--- config.mk ---
export PLATFORM = sky130hd
export DESIGN_NAME = scan_display_counter_flat
export DESIGN_NICKNAME = d
export VERILOG_FILES = /design/src/rtl/scan_display_counter_pkg.sv /design/src/rtl/scan_display_counter_if.sv /design/src/rtl/scan_display_counter_bcd_to_seg.sv /design/src/rtl/scan_display_counter.sv /design/src/flat_wrapper.sv
export SDC_FILE = /design/constraint.sdc
export NUM_CORES = 1
export LEC_CHECK = 0
export BUFFER_PORTS_ARGS = -buffer_cell sky130_fd_sc_hd__buf_2
export CAP_MARGIN = 20
export CORE_MARGIN = 2
export CORE_UTILIZATION = 30
export DETAILED_ROUTE_END_ITERATION = 10
export GPL_ROUTABILITY_DRIVEN = 0
export PLACE_DENSITY = 0.5
export RECOVER_POWER = 25
export SLEW_MARGIN = 20
export SYNTH_ARGS = -nofsm -noshare
export SYNTH_HDL_FRONTEND = slang
export SYNTH_HIERARCHICAL = 1
export SYNTH_SLANG_ARGS = --single-unit
--- constraint.sdc ---
create_clock -name clk -period 6.5 [get_ports clk]
set_input_delay 1.3 -clock clk [delete_from_list [all_inputs] [get_ports clk]]
set_output_delay 1.3 -clock clk [all_outputs]
set_load 0.01 [all_outputs]
--- src/rtl/scan_display_counter_pkg.sv ---
// Shared seven-segment definitions for the scanning display: bit order and
// active-low glyph codes.
package disp_pkg;

  // Segment bus bit order, MSB first: {dp,g,f,e,d,c,b,a}; a low bit lights the segment.
  typedef struct packed {
    logic dp;
    logic g;
    logic f;
    logic e;
    logic d;
    logic c;
    logic b;
    logic a;
  } seg_t;

  localparam logic [7:0] SEG_0     = 8'hC0;
  localparam logic [7:0] SEG_1     = 8'hF9;
  localparam logic [7:0] SEG_2     = 8'hA4;
  localparam logic [7:0] SEG_3     = 8'hB0;
  localparam logic [7:0] SEG_4     = 8'h99;
  localparam logic [7:0] SEG_5     = 8'h92;
  localparam logic [7:0] SEG_6     = 8'h82;
  localparam logic [7:0] SEG_7     = 8'hF8;
  localparam logic [7:0] SEG_8     = 8'h80;
  localparam logic [7:0] SEG_9     = 8'h90;
  localparam logic [7:0] SEG_BLANK = 8'hFF;

  // Width of a counter/index that must hold values 0..n-1, never narrower than one bit.
  function automatic int idx_width(input int n);
    return (n > 1) ? $clog2(n) : 1;
  endfunction

endpackage

--- src/rtl/scan_display_counter_if.sv ---
// Connector-side bundle of the scanning display: run enable in, digit select,
// segment bus and rollover pulse out.
interface scan_display_counter_if #(
  parameter int DIGITS = 4
);
  logic              start;
  logic [DIGITS-1:0] ds;
  logic [7:0]        seg;
  logic              wrap;

  modport master (output start, input ds, seg, wrap);
  modport slave  (input start, output ds, seg, wrap);
endinterface

--- src/rtl/scan_display_counter_bcd_to_seg.sv ---
// Combinational BCD digit to active-low seven-segment decoder; codes above 9
// produce a blank glyph and the decimal point is always dark.
module bcd_to_seg
  import disp_pkg::*;
(
  input  logic [3:0] i_bcd,
  output logic [7:0] o_seg
);

  seg_t w_seg;

  always_comb begin
    w_seg = seg_t'(SEG_BLANK);
    case (i_bcd)
      4'd0:    w_seg = seg_t'(SEG_0);
      4'd1:    w_seg = seg_t'(SEG_1);
      4'd2:    w_seg = seg_t'(SEG_2);
      4'd3:    w_seg = seg_t'(SEG_3);
      4'd4:    w_seg = seg_t'(SEG_4);
      4'd5:    w_seg = seg_t'(SEG_5);
      4'd6:    w_seg = seg_t'(SEG_6);
      4'd7:    w_seg = seg_t'(SEG_7);
      4'd8:    w_seg = seg_t'(SEG_8);
      4'd9:    w_seg = seg_t'(SEG_9);
      default: w_seg = seg_t'(SEG_BLANK);
    endcase
    w_seg.dp = 1'b1;
  end

  assign o_seg = w_seg;

endmodule

--- src/rtl/scan_display_counter.sv ---
// Multi-digit BCD counter with time-multiplexed seven-segment scan output.
// Optional build macro LEADING_ZERO_BLANK_EN blanks leading zero digits.
module scan_display_counter
  import disp_pkg::*;
#(
  parameter int DIGITS   = 4,
  parameter int SCAN_DIV = 2,
  parameter int TICK_DIV = 8
) (
  input  logic                   clk,
  input  logic                   rst,
  scan_display_counter_if.slave  bus
);

  localparam int IDX_W  = idx_width(DIGITS);
  localparam int SCAN_W = idx_width(SCAN_DIV);
  localparam int TICK_W = idx_width(TICK_DIV);

  localparam logic [IDX_W-1:0]  IDX_LAST  = IDX_W'(DIGITS - 1);
  localparam logic [SCAN_W-1:0] SCAN_LAST = SCAN_W'(SCAN_DIV - 1);
  localparam logic [TICK_W-1:0] TICK_LAST = TICK_W'(TICK_DIV - 1);
  localparam logic [DIGITS-1:0] DS_ONE    = DIGITS'(1);

  logic [TICK_W-1:0] r_tick_cnt;
  logic [SCAN_W-1:0] r_scan_cnt;
  logic [IDX_W-1:0]  r_idx;
  logic [3:0]        r_bcd [DIGITS];
  logic [DIGITS-1:0] r_ds;
  logic [7:0]        r_seg;
  logic              r_wrap;

  logic              w_tick_last;
  logic              w_scan_last;
  logic              w_inc;
  logic [DIGITS:0]   w_carry;
  logic [3:0]        w_bcd_next [DIGITS];
  logic [3:0]        w_cur_digit;
  logic [7:0]        w_seg_dec;
  logic              w_blank;

  assign w_tick_last = (r_tick_cnt == TICK_LAST);
  assign w_scan_last = (r_scan_cnt == SCAN_LAST);
  assign w_inc       = bus.start && w_tick_last;

  // Ripple carry through the decades; carry out of the top digit is the rollover.
  assign w_carry[0] = w_inc;
  genvar gi;
  generate
    for (gi = 0; gi < DIGITS; gi++) begin : g_digit
      assign w_carry[gi+1]   = w_carry[gi] && (r_bcd[gi] == 4'd9);
      assign w_bcd_next[gi]  = !w_carry[gi]        ? r_bcd[gi] :
                               (r_bcd[gi] == 4'd9) ? 4'd0      :
                                                     r_bcd[gi] + 4'd1;
    end
  endgenerate

  always_comb begin
    w_cur_digit = 4'd0;
    for (int i = 0; i < DIGITS; i++) begin
      if (r_idx == IDX_W'(i)) begin
        w_cur_digit = r_bcd[i];
      end
    end
  end

`ifdef LEADING_ZERO_BLANK_EN
  // w_upper_zero[i]: digit i and everything above it are zero.
  logic [DIGITS:0] w_upper_zero;
  assign w_upper_zero[DIGITS] = 1'b1;
  generate
    for (gi = 0; gi < DIGITS; gi++) begin : g_lz
      assign w_upper_zero[gi] = w_upper_zero[gi+1] && (r_bcd[gi] == 4'd0);
    end
  endgenerate

  always_comb begin
    w_blank = 1'b0;
    for (int i = 0; i < DIGITS; i++) begin
      if (r_idx == IDX_W'(i)) begin
        w_blank = (i != 0) && w_upper_zero[i];
      end
    end
  end
`else
  assign w_blank = 1'b0;
`endif

  bcd_to_seg u_dec (
    .i_bcd (w_cur_digit),
    .o_seg (w_seg_dec)
  );

  always_ff @(posedge clk) begin
    if (!rst) begin
      r_tick_cnt <= '0;
      for (int i = 0; i < DIGITS; i++) begin
        r_bcd[i] <= 4'd0;
      end
      r_wrap <= 1'b0;
    end else begin
      if (bus.start) begin
        r_tick_cnt <= w_tick_last ? '0 : r_tick_cnt + TICK_W'(1);
      end
      for (int i = 0; i < DIGITS; i++) begin
        r_bcd[i] <= w_bcd_next[i];
      end
      r_wrap <= w_carry[DIGITS];
    end
  end

  // Scan runs whether or not the counter is enabled.
  always_ff @(posedge clk) begin
    if (!rst) begin
      r_scan_cnt <= '0;
      r_idx      <= '0;
    end else if (w_scan_last) begin
      r_scan_cnt <= '0;
      r_idx      <= (r_idx == IDX_LAST) ? '0 : r_idx + IDX_W'(1);
    end else begin
      r_scan_cnt <= r_scan_cnt + SCAN_W'(1);
    end
  end

  always_ff @(posedge clk) begin
    if (!rst) begin
      r_ds  <= '1;
      r_seg <= SEG_BLANK;
    end else begin
      r_ds  <= ~(DS_ONE << r_idx);
      r_seg <= w_blank ? SEG_BLANK : w_seg_dec;
    end
  end

  assign bus.ds   = r_ds;
  assign bus.seg  = r_seg;
  assign bus.wrap = r_wrap;

endmodule

--- src/flat_wrapper.sv ---
// flat-port wrapper written by rule: the top's interface ports become plain ports
module scan_display_counter_flat import disp_pkg::*;
#(
  parameter int DIGITS   = 4,
  parameter int SCAN_DIV = 2,
  parameter int TICK_DIV = 8
)
  (clk, rst, bus_start, bus_ds, bus_seg, bus_wrap);
  scan_display_counter_if #(.DIGITS(DIGITS)) bus_i ();
  input  logic clk;
  input  logic rst;
  input wire logic [$bits(bus_i.start)-1:0] bus_start;
  output wire logic [$bits(bus_i.ds)-1:0] bus_ds;
  output wire logic [$bits(bus_i.seg)-1:0] bus_seg;
  output wire logic [$bits(bus_i.wrap)-1:0] bus_wrap;
  assign bus_i.start = bus_start;
  assign bus_ds = bus_i.ds;
  assign bus_seg = bus_i.seg;
  assign bus_wrap = bus_i.wrap;
  scan_display_counter #(.DIGITS(DIGITS), .SCAN_DIV(SCAN_DIV), .TICK_DIV(TICK_DIV)) u_core (.clk(clk), .rst(rst), .bus(bus_i));
endmodule
# == Word-level counts from Yosys, hierarchy flattened ==
# Memory sizes are Yosys's and may differ from the RTL's. A register that Yosys moved wholly into a read port is not among the register bits.
# Index checks and enable logic that the tools add are counted.
# totals
register_bits,12
ramBits,16
romBits,112
in_bits,3
output_inout_bits,13
elab_cells,58
mem_count,2
# classes
addsub,7
n_eq_ne,8
shift,1
mux,20
bitwise,6
n_reduce_logical,8
# mem_list
name,words,word_bits,read_ports,rd_ports_with_merged_regs,wr,line,rtl
(no name shown),16,7,1,1,0,scan_display_counter_bcd_to_seg.sv:14,case (i_bcd)
u_core.r_bcd,4,4,4,0,4,scan_display_counter.sv:27,logic [3:0] r_bcd [DIGITS];
# op_table
operator,count
4-bit two-way mux,16
"4-bit by 1-bit adder with 4-bit output, second input constant",4
"4-bit == test, second input constant",4
1-bit logical AND,5
"2-bit == test, second input constant",2
4-bit inverter,1
1-bit OR,4
"1-bit by 2-bit << shifter with 4-bit output, first input constant",1
"3-bit by 1-bit adder with 3-bit output, second input constant",1
"3-bit == test, second input constant",1
3-bit two-way mux,1
"2-bit by 1-bit adder with 2-bit output, second input constant",1
"2-bit by 1-bit == test with 1-bit output, second input constant",1
2-bit zero test,1
1-bit two-way mux,2
2-bit two-way mux,1
2-bit OR reduction,1
"1-bit adder, second input constant",1
1-bit zero test,1
1-bit inverter,1

# == Logic depth before layout (Yosys ltp) ==
# Gate-level depths: netlist of run 1.
# depth
depth_word,7
depth_mapped,12

# == Cells and area by module ==
# Netlist of run 1, hierarchy kept.
# by_module_without_submodules
module,instances,cells_each,area_each_um2
scan_display_counter,1,175,1562.7
bcd_to_seg,1,35,221.5

# == Worst setup path before layout of run 1 ==
# No wires, ideal clock.
# synth_path
kind,input-to-reg
from,in bus_start
to,mem u_core.r_bcd[3][1]
setup_ns,0.070
arrival_time_ns,2.432
t_required_ns,6.430
path_slack_ns,3.997
cell_stages,6
cell_sequence,buf_2 -> and3_1 -> buf_6 -> nand3_4 -> or4_1 -> a21oi_1
# synth_rtl
item,line,rtl
start: declaration,flat_wrapper.sv:12,input wire logic [$bits(bus_i.start)-1:0] bus_start;
end: declaration,scan_display_counter.sv:27,

# == Worst setup path in the final report of run 1 ==
# layout_path
from,reg u_core.r_idx[1]
to,"reg u_core.r_seg[3], in the netlist u_core/bus.seg[3]"
# layout_via
elab_chain_len,5
elab_cells_between_ends,8
classes_between,eq/ne: 3; mux: 4; reduce/logical: 1
# layout_lines
item,line,rtl
start: declaration,scan_display_counter.sv:26,logic [IDX_W-1:0] r_idx;
start signal: assignment,scan_display_counter.sv:118,r_idx <= (r_idx == IDX_LAST) ? '0 : r_idx + IDX_W'(1);
2-bit zero test,scan_display_counter.sv:60,if (r_idx == IDX_W'(i)) begin
4-bit two-way mux (3 in a row),scan_display_counter.sv:60,
4-bit two-way mux *,scan_display_counter.sv:60,
net u_core.w_cur_digit[1],scan_display_counter.sv:37,logic [3:0] w_cur_digit;
end: declaration,scan_display_counter.sv:29,logic [7:0] r_seg;
# Mark *: on every way through the listed nets, which the timed path passes. The rest lies on a longest branch.
# A chain may end at the register's enable or synchronous reset.

==> results of run 1 <==
## layer usage
metal,routed length (um),track usage [%],up-vias
met5,0,0,-
met4,21,4.58,0
met3,122,4.00,2
met2,1460,17.1,21
met1,1720,14.8,627
li1,-,-,732
## through the flow
stage	setup slack [ns]	util, %	instances
floorplan	4.00	-	210
global placement	3.76	32.2	289
detailed placement	3.72	32.2	289
CTS	3.75	33.6	297
global route	3.45	33.4	297
finish	3.73	33.4	297
## worst paths after layout
check                          startpoint                           end  slack (ns)  cells past startpoint
min reg2reg  u_core/r_scan_cnt$_SDFF_PP0_  u_core/r_scan_cnt$_SDFF_PP0_        0.47                      1
min          u_core/r_scan_cnt$_SDFF_PP0_  u_core/r_scan_cnt$_SDFF_PP0_        0.47                      1
max          u_core/r_idx[1]$_SDFFE_PN0P_  u_core/bus.seg[3]$_SDFF_PN1_        3.73                     12
max reg2reg  u_core/r_idx[1]$_SDFFE_PN0P_  u_core/bus.seg[3]$_SDFF_PN1_        3.73                     12
## layout make-up
class,instances,area (um2),area share [%]
clock inverter,1,5.00,0.256
timing repair buffer,15,65.1,3.33
sequential,35,701,35.9
tap,75,93.8,4.80
multi-input combinational,156,983,50.3
clock buffer,7,76.3,3.91
inverter,8,30.0,1.54
## layout by cell type, fill, tap and decap left out, types with 4 or more instances in the layout
master,count
a21oi_1,19
a31oi_1,4
buf_2,7
clkbuf_1,10
clkbuf_8,5
dfxtp_1,35
ha_1,11
inv_1,8
mux2i_1,5
nand2_1,22
nand2b_1,13
nand3b_1,7
nor2_1,19
nor2b_1,5
o21ai_0,14
xor2_1,5
## cells by family after synthesis
family	Yosys count	share of synthesized area, %
XOR/XNOR	7	3.44
multiplexers	5	2.81
AO/OA/AOI/OAI	40	12.1
other	1	0.210
buffers and inverters	19	5.61
flip-flops	35	39.3
AND/OR/NAND/NOR	92	28.9
adder cells (fa/ha/maj)	11	7.71
## power breakdown
group	switching, mW	internal (mW)	leakage [nW]	total (mW)
Sequential	0.00316	0.221	0.286	0.224
Clock	0.0754	0.0752	0.0422	0.151
Combinational	0.0139	0.00835	0.398	0.0222
Total	0.0925	0.304	0.726	0.397
## sequential cells by signal (all words and copies together) (netlist names)
signal and count:
u_core/r_bcd 16, u_core/bus.seg 8, u_core/r_tick_cnt 3, u_core/r_idx 2, u_core/r_scan_cnt 1, u_core/bus.ds 4, u_core/bus.wrap 1
## cells in the mapped netlist, drive strengths merged, types with 6 or more instances
cell,n,area (um2)
dfxtp,35,701
nor2,19,71.3
o21ai,14,70.1
inv,8,30.0
nand2b,13,81.3
nand3b,7,52.6
ha,11,138
a21oi,20,104
nand2,22,82.6
buf,6,51.3
==> reports/qor.csv, run 1 <==
metric,value,unit
antenna_found_initial,0,
ys_ff_latch,35,
track_usage,11.4,%
antenna_cells,0,
fin_total_pwr,0.397,mW
cp_cell_sequence,inv_1 -> ha_1 -> nand3b_1 -> a21oi_1 -> a21oi_1 -> o21ai_0 -> inv_1 -> ha_1 -> or2_1 -> a21oi_2 -> a31oi_1 -> nand2b_1,
grt_overflow,0,
port_buffers,15,
whs,0.475,ns
grt_pass1_vias,1224,
path_buf_inv,2,
fmax,361,MHz
chipHeight,81.1,um
vias_per_cell,4.65,
report.final.slew_viol_count,0,
p_per_area,203,mW/mm2
drc,0,
synth_flop_cell,dfxtp_1,
placed_area,0.00188,mm2
syn_to_final_growth,9.54,%
synth-edff-count,0,
clk_pin_slew,0.07,ns
cts_setup_buffers,0,
max_stage_delay,0.51,ns
slew_headroom,36.4,%
io_pins,16,
crit_path_max_fanout,9,
grt_setup_unrepaired,no,
postSynthAreaPerCell,8.50,um2
coreArea,0.00585,mm2
synth_nets,224,
path_delay_family,compound AO/OA/AOI/OAI gates,
final_design_area_no_fill,0.00195,mm2
setup_viol,0,
ir_drop,0.0000620,V
grt_max_degree,22,
skew,0.00565,ns
synth_warnings,6,
synth_seq_area_share,39.3,%
cts.sinks,35,
critPathRequiredTime,6.65,ns
rows,28,
slowest_stage,o21ai_0,
synthCells,210,
ctsResizeCount,0,
dr.pass1.iters,4,
cap_violations,0,
die_w,81.1,um
ant_nets,0,
avgRoutedWirePerCell,11.2,um
drtIter0Drc,66,
hold_violations,0,
crit_arrival,2.92,ns
synthArstFlopShare,0,%
dp_hpwl,2260,um
grt_pass1_wl,5710,um
tns,0,ns
status,"complete, no violations",
h-tree-depth,2,
cts_made_buffers,5,
totalWireLength,3330,um
vias,1382,
hold_class,reg2reg,
startpoint_type,register,
fin_crit_sh,42.6,%
period_minus_slack,2.77,ns
end_kind,register,
clock-root-buffer,clkbuf_8,
syn_area,0.00178,mm2
tightest_slew,0.944,ns
synth.distinct_cells,37,
final_net_count,235,
power.leakage,0.726,nW
ctsHoldBuffers,0,
die_area,0.00658,mm2
drive_gt1_share,7.66,%
fill_cells,648,
critPathKind,reg2reg,
start_util,30.5,%
insertion_delay,0.28,ns
clk_path_buf_depth,2,
cts_tree,yes,
Power figures use the tool's default switching activity.
==> inputs of run 2 (changes only) <==
==> constraint.sdc (replaced) <==
create_clock -name clk -period 2.6 [get_ports clk]
set_input_delay 0.52 -clock clk [delete_from_list [all_inputs] [get_ports clk]]
set_output_delay 0.52 -clock clk [all_outputs]
set_load 0.01 [all_outputs]
==> run 2 against run 1 <==
Compared with the run above:
- combinational power grew to 2.5 times the previous value
- clock power grew 130%
- critical path depth is the same
- highest routed layer unchanged
- clock skew grew 0.0014 ns
- register-to-register slack worse by 3.5 ns
- worst setup slack lost 3.5 ns
==> reports/qor.csv, run 2 (synthesis gave the netlist of run 1 again) <==
metric,value,unit,change
status,"complete, no violations",,
dp_hpwl,2290,um,+1.3%
totalWireLength,3280,um,-1.4%
h-tree-depth,2,,unchanged
coreArea,0.00585,mm2,unchanged
clk_path_buf_depth,2,,unchanged
crit_arrival,2.50,ns,-0.42 ns
slew_headroom,54.5,%,+18 points
end_kind,register,,
p_per_area,488,mW/mm2,+140%
port_buffers,15,,unchanged
crit_path_max_fanout,9,,unchanged
insertion_delay,0.28,ns,about the same
pwr-share-comb,5.8,%,+0.2 points
layout_common_cells,"dfxtp_1, nand2_1, a21oi_1, nor2_1",,
io_pins,16,,unchanged
tightest_slew,0.681,ns,-0.263 ns
drc,0,,unchanged
startpoint_type,register,,
critPathKind,reg2reg,,
track_usage,11.2,%,-0.22 points
critPathRequiredTime,2.76,ns,-3.89 ns
largest_register_ffs,16,,unchanged
setup_viol,0,,unchanged
tns,0,ns,unchanged
cts_made_buffers,5,,unchanged
p_switching,0.216,mW,+130%
grt_overflow,0,,unchanged
cap_violations,0,,unchanged
report.final.slew_viol_count,0,,unchanged
fill_cells,615,,-5.1%
power.leakage,0.748,nW,+2.9%
grt_pass1_wl,5590,um,-2.1%
rows,28,,unchanged
final_design_area_no_fill,0.00198,mm2,+1.3%
hold_class,reg2reg,,
netSwitchingFraction,22.3,%,-0.97 points
antenna_cells,0,,unchanged
final_net_count,239,,+1.7%
skew,0.00705,ns,+0.00141 ns
ant_nets,0,,unchanged
grt_setup_unrepaired,no,,
avgRoutedWirePerCell,11.0,um,-2.0%
ir_drop,0.000154,V,+150%
antenna_found_initial,0,,unchanged
hold_violations,0,,unchanged
grt_pass1_vias,1234,,+0.82%
die_area,0.00658,mm2,unchanged
vias_per_cell,4.60,,-1.2%
layout_commonest_cell,dfxtp_1,,
top_register,u_core/r_bcd,,
die_w,81.1,um,unchanged
drive_gt1_share,9.82,%,+2.2 points
rrSetupSlack,0.26,ns,-3.47 ns
p_int,0.751,mW,+150%
fin_crit_sh,90.1,%,+48 points
clock-root-buffer,clkbuf_8,,
placed_area,0.00191,mm2,+1.6%
dr.pass1.iters,4,,unchanged
chipHeight,81.1,um,unchanged
drtIter0Drc,50,,-24%
vias,1375,,-0.51%
grt_max_degree,22,,unchanged
period_minus_slack,2.34,ns,-0.426 ns
syn_to_final_growth,11.0,%,
clk_pin_slew,0.06,ns,about the same
fmax,427,MHz,+18%
cts_tree,yes,,
ctsHoldBuffers,0,,unchanged
cts.sinks,35,,unchanged
fin_total_pwr,0.967,mW,+140%
seq_power_share,57.8,%,+1.4 points
p_clk_share,36.4,%,-1.6 points
start_util,30.5,%,unchanged
-- run 2: changes by cell type in the layout (fill, tap and decap cells not counted), sizes merged --
cell / delta
buf: +5
clkbuf: -2
clkinv: -1
-- run 2: worst max-delay path, cell delays in order, from the launching register on --
cell and delay, ns:
dfxtp_1 0.38, inv_1 0.08, ha_1 0.27, nand3b_1 0.19
a21oi_1 0.16, a21oi_1 0.06, o21ai_0 0.21, inv_1 0.12
ha_1 0.19, or2_1 0.22, a21oi_2 0.16, a31oi_1 0.05
nand2b_1 0.14
-- run 2: cell type report --
cell class                 instances  area (um2)  area share (%)
inverter                           8        30.0            1.52
tap                               75        93.8            4.74
clock buffer                       6        72.6            3.66
sequential                        35         701            35.4
multi-input combinational        156         987            49.8
timing repair buffer              19        96.3            4.86
-- run 2: power by group through the flow --
stage	clock network [mW]	logic [mW]	registers, mW
6_report	0.352	0.0559	0.559
5_1_grt	0.395	0.0636	0.561
3_5_place_dp	0	0.0583	0.571
4_1_cts	0.374	0.0582	0.559
3_3_place_gp	0	0.0578	0.571
2_1_floorplan	0	0.0360	0.575
-- run 2: per-stage QoR --
stage	instances	util, %	setup slack [ns]	hold WS, ns
detailed placement	293	32.7	0.201	0.463
floorplan	210	-	0.246	0.437
CTS	299	33.9	0.184	0.477
finish	299	33.9	0.256	0.471
global placement	293	32.7	0.255	0.460
global route	299	33.9	0.0367	0.501
-- run 2: routing by layer --
metal	track usage, %	vias to the layer above	share of wire (%)
met1	14.3	620	50
met4	5.59	0	1.8
met2	16.8	19	44
met3	3.67	4	3.5
li1	-	732	-
met5	0	-	0
-- run 2: final timing paths --
kind | depth (start not counted) | from | endpoint
min reg2reg | 2 | u_core/r_tick_cnt[1]$_SDFFE_PN0P_ | u_core/r_tick_cnt[1]$_SDFFE_PN0P_
max | 12 | u_core/r_idx[1]$_SDFFE_PN0P_ | u_core/bus.seg[3]$_SDFF_PN1_
min | 2 | u_core/r_tick_cnt[1]$_SDFFE_PN0P_ | u_core/r_tick_cnt[1]$_SDFFE_PN0P_
max reg2reg | 12 | u_core/r_idx[1]$_SDFFE_PN0P_ | u_core/bus.seg[3]$_SDFF_PN1_
-- run 2: repair_timing --
action / in CTS / in global routing
resized for setup: 0 / 2
buffers inserted: 0 / 0
setup endpoints to repair: 0 / 2
==> inputs of run 3 (changes only) <==
--- a/config.mk
+++ b/config.mk
@@ -13,7 +13,7 @@
 export GPL_ROUTABILITY_DRIVEN = 0
 export PLACE_DENSITY = 0.5
 export RECOVER_POWER = 25
-export SLEW_MARGIN = 20
+export SLEW_MARGIN = 30
 export SYNTH_ARGS = -nofsm -noshare
 export SYNTH_HDL_FRONTEND = slang
 export SYNTH_HIERARCHICAL = 1
==> constraint.sdc (replaced) <==
create_clock -name clk -period 2.8 [get_ports clk]
set_input_delay 0.56 -clock clk [delete_from_list [all_inputs] [get_ports clk]]
set_output_delay 0.56 -clock clk [all_outputs]
set_load 0.01 [all_outputs]
==> run 3 against run 2 <==
Compared with the run above:
- critical path depth fell by 1
- combinational power fell by 6.4%
- hold slack improved by 0.0039 ns
- utilization rose by 0.41 points
- final cell count rose by 0.67%
- maximum frequency fell by 3.5%
- die area did not move
- power fell by 0.21%
- first-iteration DRC count rose by 28%
- global-route usage fell by 0.10 points
- count of clock-buffer cells in the layout rose by 2
- non-clock buffer count did not move
- critical path type unchanged
- critical endpoint is now u_core/bus.seg[1]$_SDFF_PN1_
- largest cell class unchanged
- largest power group unchanged
==> reports/qor.csv, run 3 (synthesis gave the netlist of run 1 again) <==
metric,value,unit,change
cap_violations,0,,unchanged
status,"complete, no violations",,
vias,1371,,-0.29%
largest_register_ffs,16,,unchanged
grt_pass1_vias,1186,,-3.9%
dp_hpwl,2270,um,-1.1%
die_w,81.1,um,unchanged
cp_cell_sequence,inv_1 -> ha_1 -> nand3b_1 -> a21oi_1 -> a21oi_1 -> o21ai_0 -> inv_1 -> ha_1 -> o21ai_0 -> o21ai_0 -> nand2b_1,,
clock-root-buffer,clkbuf_8,,
h-tree-depth,2,,unchanged
coreArea,0.00585,mm2,unchanged
cts.sinks,35,,unchanged
drc,0,,unchanged
hold_violations,0,,unchanged
tns,0,ns,unchanged
holdPathStages,1,,-1
grt_setup_unrepaired,no,,
grt_overflow,0,,unchanged
min_from,u_core/r_scan_cnt$_SDFF_PP0_,,
ctsResizeCount,0,,unchanged
fin_total_pwr,0.965,mW,-0.21%
io_pins,16,,unchanged
r2r-start,u_core/r_idx[1]$_SDFFE_PN0P_,,
dr.pass1.iters,4,,unchanged
met1_usage,13.8,%,-0.48 points
chipHeight,81.1,um,unchanged
slowest_stage,dfxtp_1,,
top_register,u_core/r_bcd,,
rows,28,,unchanged
startpoint_type,register,,
ant_nets,0,,unchanged
rrSetupSlack,0.37,ns,+0.11 ns
ctsHoldBuffers,0,,unchanged
crit_path_max_fanout,9,,unchanged
cts_made_buffers,5,,unchanged
start_util,30.5,%,unchanged
insertion_delay,0.28,ns,about the same
cts_setup_buffers,0,,unchanged
grt_pass1_wl,5510,um,-1.4%
hold-path-endpoint,u_core/r_scan_cnt$_SDFF_PP0_,,
final_net_count,239,,unchanged
slew_headroom,53.9,%,-0.61 points
grtUsageMet2,17.0,%,+0.25 points
dpl.cell_count,293,,unchanged
syn_to_final_growth,12.3,%,
track_usage,11.1,%,-0.10 points
avgRoutedWirePerCell,10.7,um,-3.0%
max_stage_delay,0.38,ns,about the same
grt.busiest_layer,met2,,
power.leakage,0.759,nW,+1.5%
final_util,34.3,%,+0.41 points
totalWireLength,3210,um,-2.3%
die_area,0.00658,mm2,unchanged
fin_cells,301,,+0.67%
r2r_cells,11,,-1
cts_tree,yes,,
end_kind,register,,
clk_path_buf_depth,2,,unchanged
layout_common_cells,"dfxtp_1, nand2_1, a21oi_1, nor2_1, o21ai_0",,
critPathRequiredTime,2.96,ns,+0.20 ns
layout_commonest_cell,dfxtp_1,,
fmax,412,MHz,-3.5%
grt_max_degree,22,,unchanged
use_met3,3.67,%,unchanged
period_minus_slack,2.43,ns,+0.0857 ns
skew,0.00347,ns,-0.00359 ns
hold_class,reg2reg,,
fin_crit_sh,86.8,%,-3.4 points
r2r_end,u_core/bus.seg[1]$_SDFF_PN1_,,
clk_pin_slew,0.07,ns,about the same
antenna_found_initial,0,,unchanged
cpMostUsedCell,o21ai_0,,
drtIter0Drc,64,,+28%
p_per_area,481,mW/mm2,-1.4%
antenna_cells,0,,unchanged
report.final.slew_viol_count,0,,unchanged
drive_gt1_share,10.2,%,+0.36 points
port_buffers,15,,unchanged
setup_viol,0,,unchanged
ir_drop,0.000223,V,+45%
crit_arrival,2.59,ns,+0.09 ns
tightest_slew,0.691,ns,+0.00919 ns
vias_per_cell,4.55,,-0.95%
fill_cells,621,,+0.98%
critPathKind,reg2reg,,
-- run 3: layer usage --
layer,vias to the layer above,routed length [um]
met5,-,0
met4,0,40
met3,2,159
met2,26,1440
met1,608,1560
li1,735,-
-- run 3: worst max-delay path by stage --
| stage | start | to | cells past startpoint |
|---|---|---|---|
| after floorplan | u_core/r_idx[1]$_SDFFE_PN0P_ | u_core/bus.seg[3]$_SDFF_PN1_ | 12 |
| after global placement | u_core/r_idx[1]$_SDFFE_PN0P_ | u_core/bus.seg[1]$_SDFF_PN1_ | 11 |
| after detailed placement | u_core/r_idx[1]$_SDFFE_PN0P_ | u_core/bus.seg[1]$_SDFF_PN1_ | 11 |
| after CTS | u_core/r_idx[1]$_SDFFE_PN0P_ | u_core/bus.seg[1]$_SDFF_PN1_ | 11 |
| after global routing | u_core/r_idx[1]$_SDFFE_PN0P_ | u_core/bus.seg[1]$_SDFF_PN1_ | 11 |
| final | u_core/r_idx[1]$_SDFFE_PN0P_ | u_core/bus.seg[1]$_SDFF_PN1_ | 11 |
-- run 3: critical path: cells and delay by family, from the launching register on --
kind	cells	cell delay, ns
compound gates	5	0.76
fa+ha+maj	2	0.61
buf+inv	2	0.23
flops	1	0.38
simple gates	2	0.32
-- run 3: layout make-up --
cell class,instances,area [um2],share of cell area [%]
clock buffer,8,100,4.99
inverter,8,30.0,1.50
multi-input combinational,156,983,49.1
sequential,35,701,35.0
tap,75,93.8,4.68
timing repair buffer,19,96.3,4.81
-- run 3: where the power goes --
part	switching (mW)	internal, mW
combinational	0.0325	0.0198
clock	0.169	0.224
sequential	0.00701	0.512
total	0.209	0.756
-- run 3: through the flow --
stage	instance area [um2]	hold WS [ns]	worst slack, ns
5_1_grt	2000	0.511	0.0622
3_5_place_dp	1910	0.464	0.383
2_1_floorplan	1780	0.437	0.446
4_1_cts	2010	0.482	0.361
6_report	2000	0.475	0.371
3_3_place_gp	1910	0.466	0.459
